--- config.mk ---
export PLATFORM = sky130hd
export DESIGN_NAME = dma_copy
export DESIGN_NICKNAME = d
export VERILOG_FILES = /design/src/rtl/dma_copy.sv
export SDC_FILE = /design/constraint.sdc
export NUM_CORES = 1
export LEC_CHECK = 0
export ABC_AREA = 1
export CAP_MARGIN = 40
export CORE_MARGIN = 5
export CORE_UTILIZATION = 55
export CTS_CLUSTER_SIZE = 8
export DETAILED_ROUTE_END_ITERATION = 8
export GPL_TIMING_DRIVEN = 1
export PLACE_DENSITY = 0.93
export SLEW_MARGIN = 0
export SYNTH_ARGS = -nofsm -noshare
export SYNTH_HDL_FRONTEND = slang
export SYNTH_SLANG_ARGS = --single-unit
--- constraint.sdc ---
create_clock -name clk -period 4.6 [get_ports clk]
set_input_delay 0.69 -clock clk [delete_from_list [all_inputs] [get_ports clk]]
set_output_delay 0.69 -clock clk [all_outputs]
set_load 0.02 [all_outputs]
--- src/rtl/dma_copy.sv ---
// Byte-serial DMA engine: copies `length` bytes from src_addr to dst_addr over a
// single-port memory bus. Optional fill mode is compiled in with `DMA_FILL_EN.
//
// state      | meaning
// -----------+-------------------------------------------------------------
// IDLE       | waiting for start; bus parked at 0
// READ_ADDR  | present source address to the bus
// READ_WAIT  | hold source address, capture read byte at cycle end
// WRITE      | present destination address and data, write_enable high
// WRITE_HOLD | keep address/data stable, advance pointers and count
// DONE       | one-cycle done pulse
module dma_copy (
  input  logic        clk,
  input  logic        reset,
  input  logic        start,
  input  logic [15:0] src_addr,
  input  logic [15:0] dst_addr,
  input  logic [15:0] length,
  output logic [15:0] bus_address,
  output logic [7:0]  bus_data_out,
  input  logic [7:0]  bus_data_in,
  output logic        bus_write_enable,
  output logic        busy,
  output logic        done,
  input  logic        fill_mode,
  input  logic [7:0]  fill_value
);

  typedef enum logic [2:0] {
    IDLE       = 3'd0,
    READ_ADDR  = 3'd1,
    READ_WAIT  = 3'd2,
    WRITE      = 3'd3,
    WRITE_HOLD = 3'd4,
    DONE       = 3'd5
  } state_t;

  state_t      state_q, state_d;
  logic [15:0] src_q, dst_q, remaining_q;
  logic [7:0]  data_q;
  logic        fill_sel;
  logic        fill_q;

`ifdef DMA_FILL_EN
  assign fill_sel = fill_mode;

  always_ff @(posedge clk or posedge reset) begin
    if (reset)
      fill_q <= 1'b0;
    else if (state_q == IDLE && start)
      fill_q <= fill_mode;
  end
`else
  logic unused_fill;
  assign fill_sel    = 1'b0;
  assign fill_q      = 1'b0;
  assign unused_fill = ^{fill_mode, fill_value};
`endif

  always_ff @(posedge clk or posedge reset) begin
    if (reset) begin
      state_q     <= IDLE;
      src_q       <= 16'h0000;
      dst_q       <= 16'h0000;
      remaining_q <= 16'h0000;
      data_q      <= 8'h00;
    end else begin
      state_q <= state_d;
      case (state_q)
        IDLE: begin
          if (start) begin
            src_q       <= src_addr;
            dst_q       <= dst_addr;
            remaining_q <= length;
            // In fill mode the data register simply holds the fill byte throughout.
            if (fill_sel)
              data_q <= fill_value;
          end
        end
        READ_WAIT: data_q <= bus_data_in;
        WRITE_HOLD: begin
          if (!fill_q)
            src_q <= src_q + 16'd1;
          dst_q       <= dst_q + 16'd1;
          remaining_q <= remaining_q - 16'd1;
        end
        default: ;
      endcase
    end
  end

  always_comb begin
    state_d          = state_q;
    bus_address      = 16'h0000;
    bus_data_out     = 8'h00;
    bus_write_enable = 1'b0;
    busy             = 1'b1;
    done             = 1'b0;
    case (state_q)
      IDLE: begin
        busy = 1'b0;
        if (start) begin
          if (length == 16'd0)
            state_d = DONE;
          else if (fill_sel)
            state_d = WRITE;
          else
            state_d = READ_ADDR;
        end
      end
      READ_ADDR: begin
        bus_address = src_q;
        state_d     = READ_WAIT;
      end
      READ_WAIT: begin
        bus_address = src_q;
        state_d     = WRITE;
      end
      WRITE: begin
        bus_address      = dst_q;
        bus_data_out     = data_q;
        bus_write_enable = 1'b1;
        state_d          = WRITE_HOLD;
      end
      WRITE_HOLD: begin
        bus_address  = dst_q;
        bus_data_out = data_q;
        // Count is decremented on this same edge, so 1 here means the last byte.
        if (remaining_q == 16'd1)
          state_d = DONE;
        else if (fill_q)
          state_d = WRITE;
        else
          state_d = READ_ADDR;
      end
      DONE: begin
        done    = 1'b1;
        state_d = IDLE;
      end
      default: state_d = IDLE;
    endcase
  end

endmodule

Word level (Yosys, flattened, before mapping). Cells that the tools add are included.

Register bits after elaboration: 59. Bits of input ports: 68. Output and inout bits: 27.

Muxes and demuxes: 15. Reduce and logical (&&, ||, !) cells: 6. Equal/unequal tests: 7. Add/sub/neg operators: 3.

Operator list (number): $pmux 16 s2 (4); $mux 16 (3); $add 16x1->16 const B (2); $eq 16x1->1 const B (1); $logic_not 16->1 (1); $sub 16x1->16 const B (1); $pmux 3 s5 (1); $mux 3 (3); $mux 8 (1); $eq 3x2->1 const B (2); $eq 3x3->1 const B (2); $reduce_or 2->1 (2); $eq 3x1->1 const B (1); $logic_not 3->1 (1); $mux 1 (3); $ne 2x2->1 const B (1); $reduce_and 2->1 (1); $reduce_bool 2->1 (1).

Depth between registers and ports, before layout. Gate-level depths: netlist (run 1).

Word-level depth: 4. Depth in mapped cells: 10. Gate-level depth less buffers: 10.

Worst setup path after synthesis (run 1). No wires, ideal clock.

Path type: reg2out. Start: register state_q[1]. End: output port bus_address[8]. Cell stages (with the launch flop): 5. Setup slack: 2.491 ns. Arrival: 1.419 ns. Cell sequence: dfrtp_1 > nand2_1 > nor2_4 > nor2_2 > o21ai_0.

Longest elaborated chain between the ends: 3. Elaborated cells between the ends (all ways): 7. Those cells by class: eq/ne: 4; mux: 1; reduce/logical: 2.

Ends and longest elaborated chain: from (decl) (line 38) `state_t state_q, state_d;`; from (signal assigned) (line 68) `state_q <= state_d;`; $eq 3x3->1 (tied with other cells) (line 99) `case (state_q)`; $reduce_or 2->1 (no line); $pmux 16 s2 * (line 99); to (decl) (line 19) `output logic [15:0] bus_address,`.

Mark *: on every way between the ends. The rest lies on a longest branch, timed or not.

Worst setup path after layout (run 1).
Start: register state_q[2]. End: output port bus_address[0].

Same word-level chain as after synthesis.

==> results of run 1 <==
==> flip-flops by register name (all words and copies together) (netlist names) <==
name and count:
state_q 3, src_q 16, data_q 8, remaining_q 16
dst_q 16
==> where the power goes <==
| part | internal [mW] | leakage, nW | switching, mW | total, mW |
|---|---|---|---|---|
| Sequential | 0.778 | 0.696 | 0.266 | 1.04 |
| Combinational | 0.801 | 1.66 | 1.38 | 2.19 |
| Clock | 0.205 | 0.0860 | 0.212 | 0.417 |
==> cells in the final DEF (no fill, tap or decap), drive strengths merged, types with 7 or more instances in the layout <==
cell type | synthesis | final
o22ai | 21 | 21
nand2 | 174 | 174
dfrtp | 59 | 59
a21oi | 34 | 34
nand3 | 50 | 50
nor2 | 119 | 119
clkdlybuf4s50 | 0 | 85
or2 | 7 | 7
clkbuf | 1 | 12
o21ai | 56 | 56
inv | 84 | 84
nand4 | 9 | 9
==> area by class of cell <==
type	instances	area, um^2
clock buffers	12	145
clock inverters	3	15.0
fillers	568	2130
inverters	84	315
multi-input cells	487	2240
flip-flops and latches	59	1480
well taps	99	124
repair buffers	89	881
==> worst min-delay path: stages (launching register included) <==
cell and delay, ps:
dfrtp_1 370, nand2_1 60, nand2_1 50
==> metal layers <==
metal	wire, um	vias up	GRT usage, %
met5	0	-	0
met3	1120	58	6.17
li1	-	2244	-
met2	6350	257	48.7
met1	4850	2144	31.9
met4	535	0	13.6
==> metrics by stage <==
step                      area (um^2)  cells  utilization [%]  worst slack [ps]  power [mW]
after global routing             5200    833             70.9               898        3.94
after CTS                        5200    833             70.9              1100        3.61
after detailed placement         5040    818             68.7              1480        3.17
after floorplan                  4180    654                -              2450        2.47
after global placement           5040    818             68.7              1500        3.09
final                            5200    833             70.9              1050        3.65
==> kinds of logic after synthesis <==
kind of cell | after synthesis | synth area share (%)
AND/OR/NAND/NOR | 364 | 36.7
buffers and inverters | 108 | 11.1
XOR/XNOR | 2 | 0.419
adder cells (fa/ha/maj) | 4 | 1.20
AO/OA/AOI/OAI | 117 | 15.3
flip-flops | 59 | 35.3
==> how the worst max path moves through the flow <==
stage | startpoint | to
2_1_floorplan | reset | data_q[0]
3_5_place_dp | state_q[2] | bus_address[8]
3_3_place_gp | state_q[2] | bus_address[8]
5_1_grt | state_q[2] | bus_address[0]
6_report | state_q[2] | bus_address[0]
4_1_cts | state_q[2] | bus_address[0]
==> summary.md, run 1 <==
| Metric | Value |
|---|---|
| Final hold vios | 0 |
| Most frequent cell after synthesis | nand2_1 |
| Per-cell routed wire length | 15.4 um |
| Worst Hold Launch | src_q[15] |
| Pins Over Slew Limit | 0 |
| Mapped Cells | 654 |
| Mapped Area | 4180 um^2 |
| Net Count, Synth | 726 |
| Die ar. | 9450 um^2 |
| Slowest cell on crit path | nor2_2 |
| Max clock buf depth | 2 |
| DP Wirelength | 8860 um |
| Tcrit/Tclk final | 77.2% |
| Endpoint type of the worst setup path | output pin |
| Synth async-reset ratio | 100% |
| Max Fclk | 282 MHz |
| Initial DRC count | 428 |
| Synth cell count leaders | 172 x nand2_1, 114 x nor2_1, 81 x inv_1 |
| Num CTS Buffers | 9 |
| Worst slew pin tran | 912 ps |
| Status | finished clean |
| Worst min-delay path category | flop to flop |
| Final Skew | 7.84 ps |
| Post-synth EDFFs | 0 |
| Kind of critical path | flop to output pin |
| Max incr delay on CP | 740 ps |
| Synth top area cells | dfrtp_1 35%, nand2_1 15%, nor2_1 10%, inv_1 7.3%, nand3_1 5.9% |
| Rows | 31 |
| Synth unique cells | 31 |
| Min Tclk post-route | 3550 ps |
| Warnings, synthesis | 0 |
| Die Ht | 97.2 um |
| Drt pass-1 iters | 6 |
| First-pass GRT wire length | 21600 um |
| Initial antenna violation count | 0 |
| Worst R2R End | dst_q[8] |
| Final setup fails | 0 |
| PwrDens | 701 nW/um^2 |
| Leak | 2.44 nW |
| IO Pins | 95 |
| Maximum vdd drop | 499 uV |
| Share of cells above drive strength 1 | 5.04% |
| Reg-to-reg setup timing slack | 2440 ps |
| Worst-case reg-to-reg path depth | 7 |
| Drt total wl | 12800 um |
| Worst Hold Depth | 2 |
| Clock latency on the worst-skew pair | 340 ps |
| CP Data Required Time | 3910 ps |
| Worst path depth | 5 |
| Largest net degree at the start of global routing | 53 |
| Fin Hold WS | 511 ps |
| Port Buffers | 85 |
| Post-CTS Setup Bufs | 0 |
| Initial Util | 57.1% |
| Top delay family on crit path | buffers and inverters |
| DRC Markers | 0 |
| Total number of vias | 4703 |
| Fraction of the yosys area taken by sequential cells | 35.3% |
| Clock root cell | clkbuf_8 |
| Final net count | 802 |
| Unrepaired setup endpoints after global routing | false |
| N_diodes | 0 |
| Worst r2r src | state_q[2] |
| Gr ovfl total | 0 |
| MaxCap Viol Count | 0 |
| Vias per cell | 5.65 |
| Post_cts resized | 0 |
| Crit start category | flop |
| CTS tree | done |
| Worst EP arrival | 2860 ps |
| Worst Hold End | src_q[15] |
| Seq cells post-synth | 59 |
| Die X | 97.2 um |
| GRT Util Overall | 27.8% |
| Post-synth top area share | 35.3% |
| Buf/Inv on CP | 2 |
| Critical-path cell list | buf_4, nor2_4, nor2_2, o22ai_1, clkdlybuf4s50_1 |
| Area Growth Syn to Fin | 24.3% |
| Slew HR | 39.2% |
| Crit path max fanout | 43 |
| Clk sinks | 59 |
| Syn Area/Cell | 6.40 um^2 |
| Antenna-violating nets left | 0 |
| H-tree depth | 3 |
| Synth Flop Type | dfrtp_1 |
| Post-route setup TNS | 0 ps |
| Routability Congestion | 0.954 |
| Vias in the first global route | 4663 |
| Hold Buf Count CTS | 0 |
| Clock transition at path regs | 70 ps |
| Core area | 7330 um^2 |
| Post-synth top area cell | dfrtp_1 |
Note: power is estimated with default switching activity, not from simulation.
==> inputs of run 2 (changes only) <==
- CORE_UTILIZATION: 55 -> 51
- PLACE_DENSITY: 0.93 -> 0.88
- clock period: 4.6 -> 3.7 ns (I/O delays scaled with it)
==> run 2 against run 1 <==
Against the previous run: design area grew 1.6%; clock power up 52%; combinational power grew 24%; sequential cell count is the same; hold slack lost 12 ps; cell count is 1.2% higher; total power rose by 27%; non-clock buffer count increased by 3; via count is 2.3% lower; critical endpoint is now bus_data_out[3].
==> summary.md, run 2 (synthesized netlist as in run 1, its figures left out) <==
| Metric | Value |
|---|---|
| Status | finished clean |
| Initial DRC count | 370 (-14%) |
| Tcrit/Tclk final | 82.6% |
| Initial antenna violation count | 0 (unchanged) |
| Largest net degree at the start of global routing | 53 (unchanged) |
| DP Wirelength | 8880 um (+0.32%) |
| Slowest cell on crit path | clkdlybuf4s50_1 |
| Total number of vias | 4595 (-2.3%) |
| Clock root cell | clkbuf_8 |
| Rows | 33 (+6.5%) |
| Worst EP arrival | 2500 ps (-360 ps) |
| Port Buffers | 85 (unchanged) |
| N_diodes | 0 (unchanged) |
| CTS tree | done |
| Drt pass-1 iters | 6 (unchanged) |
| Tot Pwr | 4.64 mW (+27%) |
| Buf/Inv on CP | 3 (+1) |
| Crit path max fanout | 14 (-67%) |
| Die Ht | 101 um (+3.5%) |
| Worst path depth | 6 (+1) |
| Top delay family on crit path | buffers and inverters |
| Reg-to-reg setup timing slack | 1510 ps (-930 ps) |
| Commonest cells after routing, fill and taps aside | 172 x nand2_1, 114 x nor2_1, 85 x clkdlybuf4s50_1 |
| Max clock buf depth | 2 (unchanged) |
| First-pass GRT wire length | 20500 um (-5.0%) |
| Hold Buf Count CTS | 0 (unchanged) |
| H-tree depth | 3 (unchanged) |
| Vias per cell | 5.45 (-3.5%) |
| Commonest non-fill, non-tap cell in the layout | nand2_1 |
| Seq pwr share | 28.0% (-0.6 points) |
| Post-CTS Setup Bufs | 0 (unchanged) |
| Top Registers | dst_q x16, remaining_q x16, src_q x16 |
| Max Fclk | 327 MHz |
| Sw Pwr | 2.30 mW (+24%) |
| Initial Util | 51.7% (-5.4 points) |
| Unrepaired setup endpoints after global routing | false |
| Pins Over Slew Limit | 0 (unchanged) |
| Final hold vios | 0 (unchanged) |
| Gr ovfl total | 0 (unchanged) |
| Routability Congestion | 0.909 (-4.7%) |
| Final Non-Filler Cells | 843 (+1.2%) |
| Worst r2r src | state_q[2] |
| Vias in the first global route | 4372 (-6.2%) |
| Part of the power in the clock network | 13.7% (+2.3 points) |
| Core area | 8090 um^2 (+10%) |
| Die ar. | 10100 um^2 (+7.0%) |
| Register area | 1480 um^2 (unchanged) |
| Worst-case reg-to-reg path depth | 7 (unchanged) |
| Clk sinks | 59 (unchanged) |
| Final setup fails | 0 (unchanged) |
| Endpoint type of the worst setup path | output pin |
| Critical-path cell list | inv_2, nor2_4, nor2_2, buf_4, nor2_1, clkdlybuf4s50_1 |
| Clock transition at path regs | 70 ps (about the same) |
| Crit start category | flop |
| CP Data Required Time | 3140 ps (-770 ps) |
| Clock latency on the worst-skew pair | 340 ps (about the same) |
| DRC Markers | 0 (unchanged) |
| PwrDens | 879 nW/um^2 (+25%) |
| Kind of critical path | flop to output pin |
| Slew HR | 45.5% (+6.3 points) |
| Num CTS Buffers | 9 (unchanged) |
| GRT Util Overall | 25.1% (-2.7 points) |
| Logic pwr share | 58.3% (-1.6 points) |
| Antenna-violating nets left | 0 (unchanged) |
| Worst min-delay path category | input port to async pin |
| Internal power | 2.34 mW (+31%) |
| Final net count | 805 (+0.37%) |
| Min Tclk post-route | 3060 ps |
| Setup crit start | state_q[2] |
| Post_cts resized | 0 (unchanged) |
| Per-cell routed wire length | 14.7 um (-5.0%) |
| Placed cells | 827 (+1.1%) |
| Layout fillers | 743 (+31%) |
| Maximum vdd drop | 617 uV (+24%) |
| IO Pins | 95 (unchanged) |
| Switching part of the total power | 49.6% (-1.5 points) |
| Max incr delay on CP | 540 ps (-200 ps) |
| Area of the multi-input gates | 2240 um^2 (unchanged) |
| Final Skew | 5.54 ps (-2.30 ps) |
| Area Growth Syn to Fin | 26.2% |
| Leak | 2.48 nW (+1.5%) |
| Capture point of the worst path | bus_data_out[3] |
| Worst R2R End | dst_q[8] |
| MaxCap Viol Count | 0 (unchanged) |
| Post-route setup TNS | 0 ps (unchanged) |
| Die X | 101 um (+3.5%) |
| Drt total wl | 12400 um (-3.8%) |
| Worst slew pin tran | 816 ps (-95.4 ps) |
| Final Util | 65.3% (-5.7 points) |
| Share of cells above drive strength 1 | 5.83% (+0.79 points) |
[run 2: changes by cell type in the layout (fill, tap and decap cells not counted)]
cell | before | now
bufinv_16 | 0 | 1
clkinv_2 | 3 | 2
clkinvlp_4 | 0 | 1
buf_4 | 4 | 7
clkbuf_8 | 10 | 12
clkbuf_1 | 2 | 0
[run 2: how the worst min path moves through the flow]
| stage | from | endpoint | slack (ps) | depth (start not counted) |
|---|---|---|---|---|
| 3_3_place_gp | src_q[15] | src_q[15] | 480 | 2 |
| 3_5_place_dp | dst_q[15] | dst_q[15] | 490 | 2 |
| 4_1_cts | reset | data_q[3] | 500 | 2 |
| 5_1_grt | reset | dst_q[12] | 540 | 2 |
| 6_report | reset | data_q[7] | 500 | 2 |
| 2_1_floorplan | dst_q[15] | dst_q[15] | 460 | 2 |
[run 2: cell type report]
class	count	area share, %
repair buffers	92	17.1
inverters	84	5.97
well taps	105	2.49
multi-input cells	487	42.5
clock inverters	4	0.900
flip-flops and latches	59	28.0
clock buffers	12	3.13
[run 2: metrics by stage]
stage | hold slack, ps | instance area, um^2 | worst slack, ps
6_report | 499 | 5280 | 644
5_1_grt | 536 | 5280 | 547
4_1_cts | 504 | 5280 | 662
3_5_place_dp | 488 | 5070 | 1070
3_3_place_gp | 483 | 5070 | 1120
2_1_floorplan | 464 | 4180 | 1690
[run 2: power by group through the flow]
| stage | combinational [mW] | sequential [mW] | clock, mW |
|---|---|---|---|
| final | 2.71 | 1.30 | 0.634 |
| after floorplan | 1.87 | 1.21 | 0 |
| after CTS | 2.69 | 1.29 | 0.645 |
| after global routing | 2.98 | 1.34 | 0.670 |
| after global placement | 2.59 | 1.28 | 0 |
| after detailed placement | 2.66 | 1.29 | 0 |
[run 2: per-layer routing]
metal,wire length [um],part of all wire [%],vias up,track usage [%]
met2,6180,50,223,43.2
met3,1040,8.4,29,4.71
met1,4890,40,2095,31.6
met5,0,0,-,0
met4,250,2.0,0,8.81
li1,-,-,2248,-
[run 2: worst reg2reg max path, delay by kind of cell, from the launching register on]
kind	cells	cell delay [ps]
AO/OA/AOI/OAI	3	520
buffers and inverters	3	1110
flip-flops	1	430
AND/OR/NAND/NOR	1	80
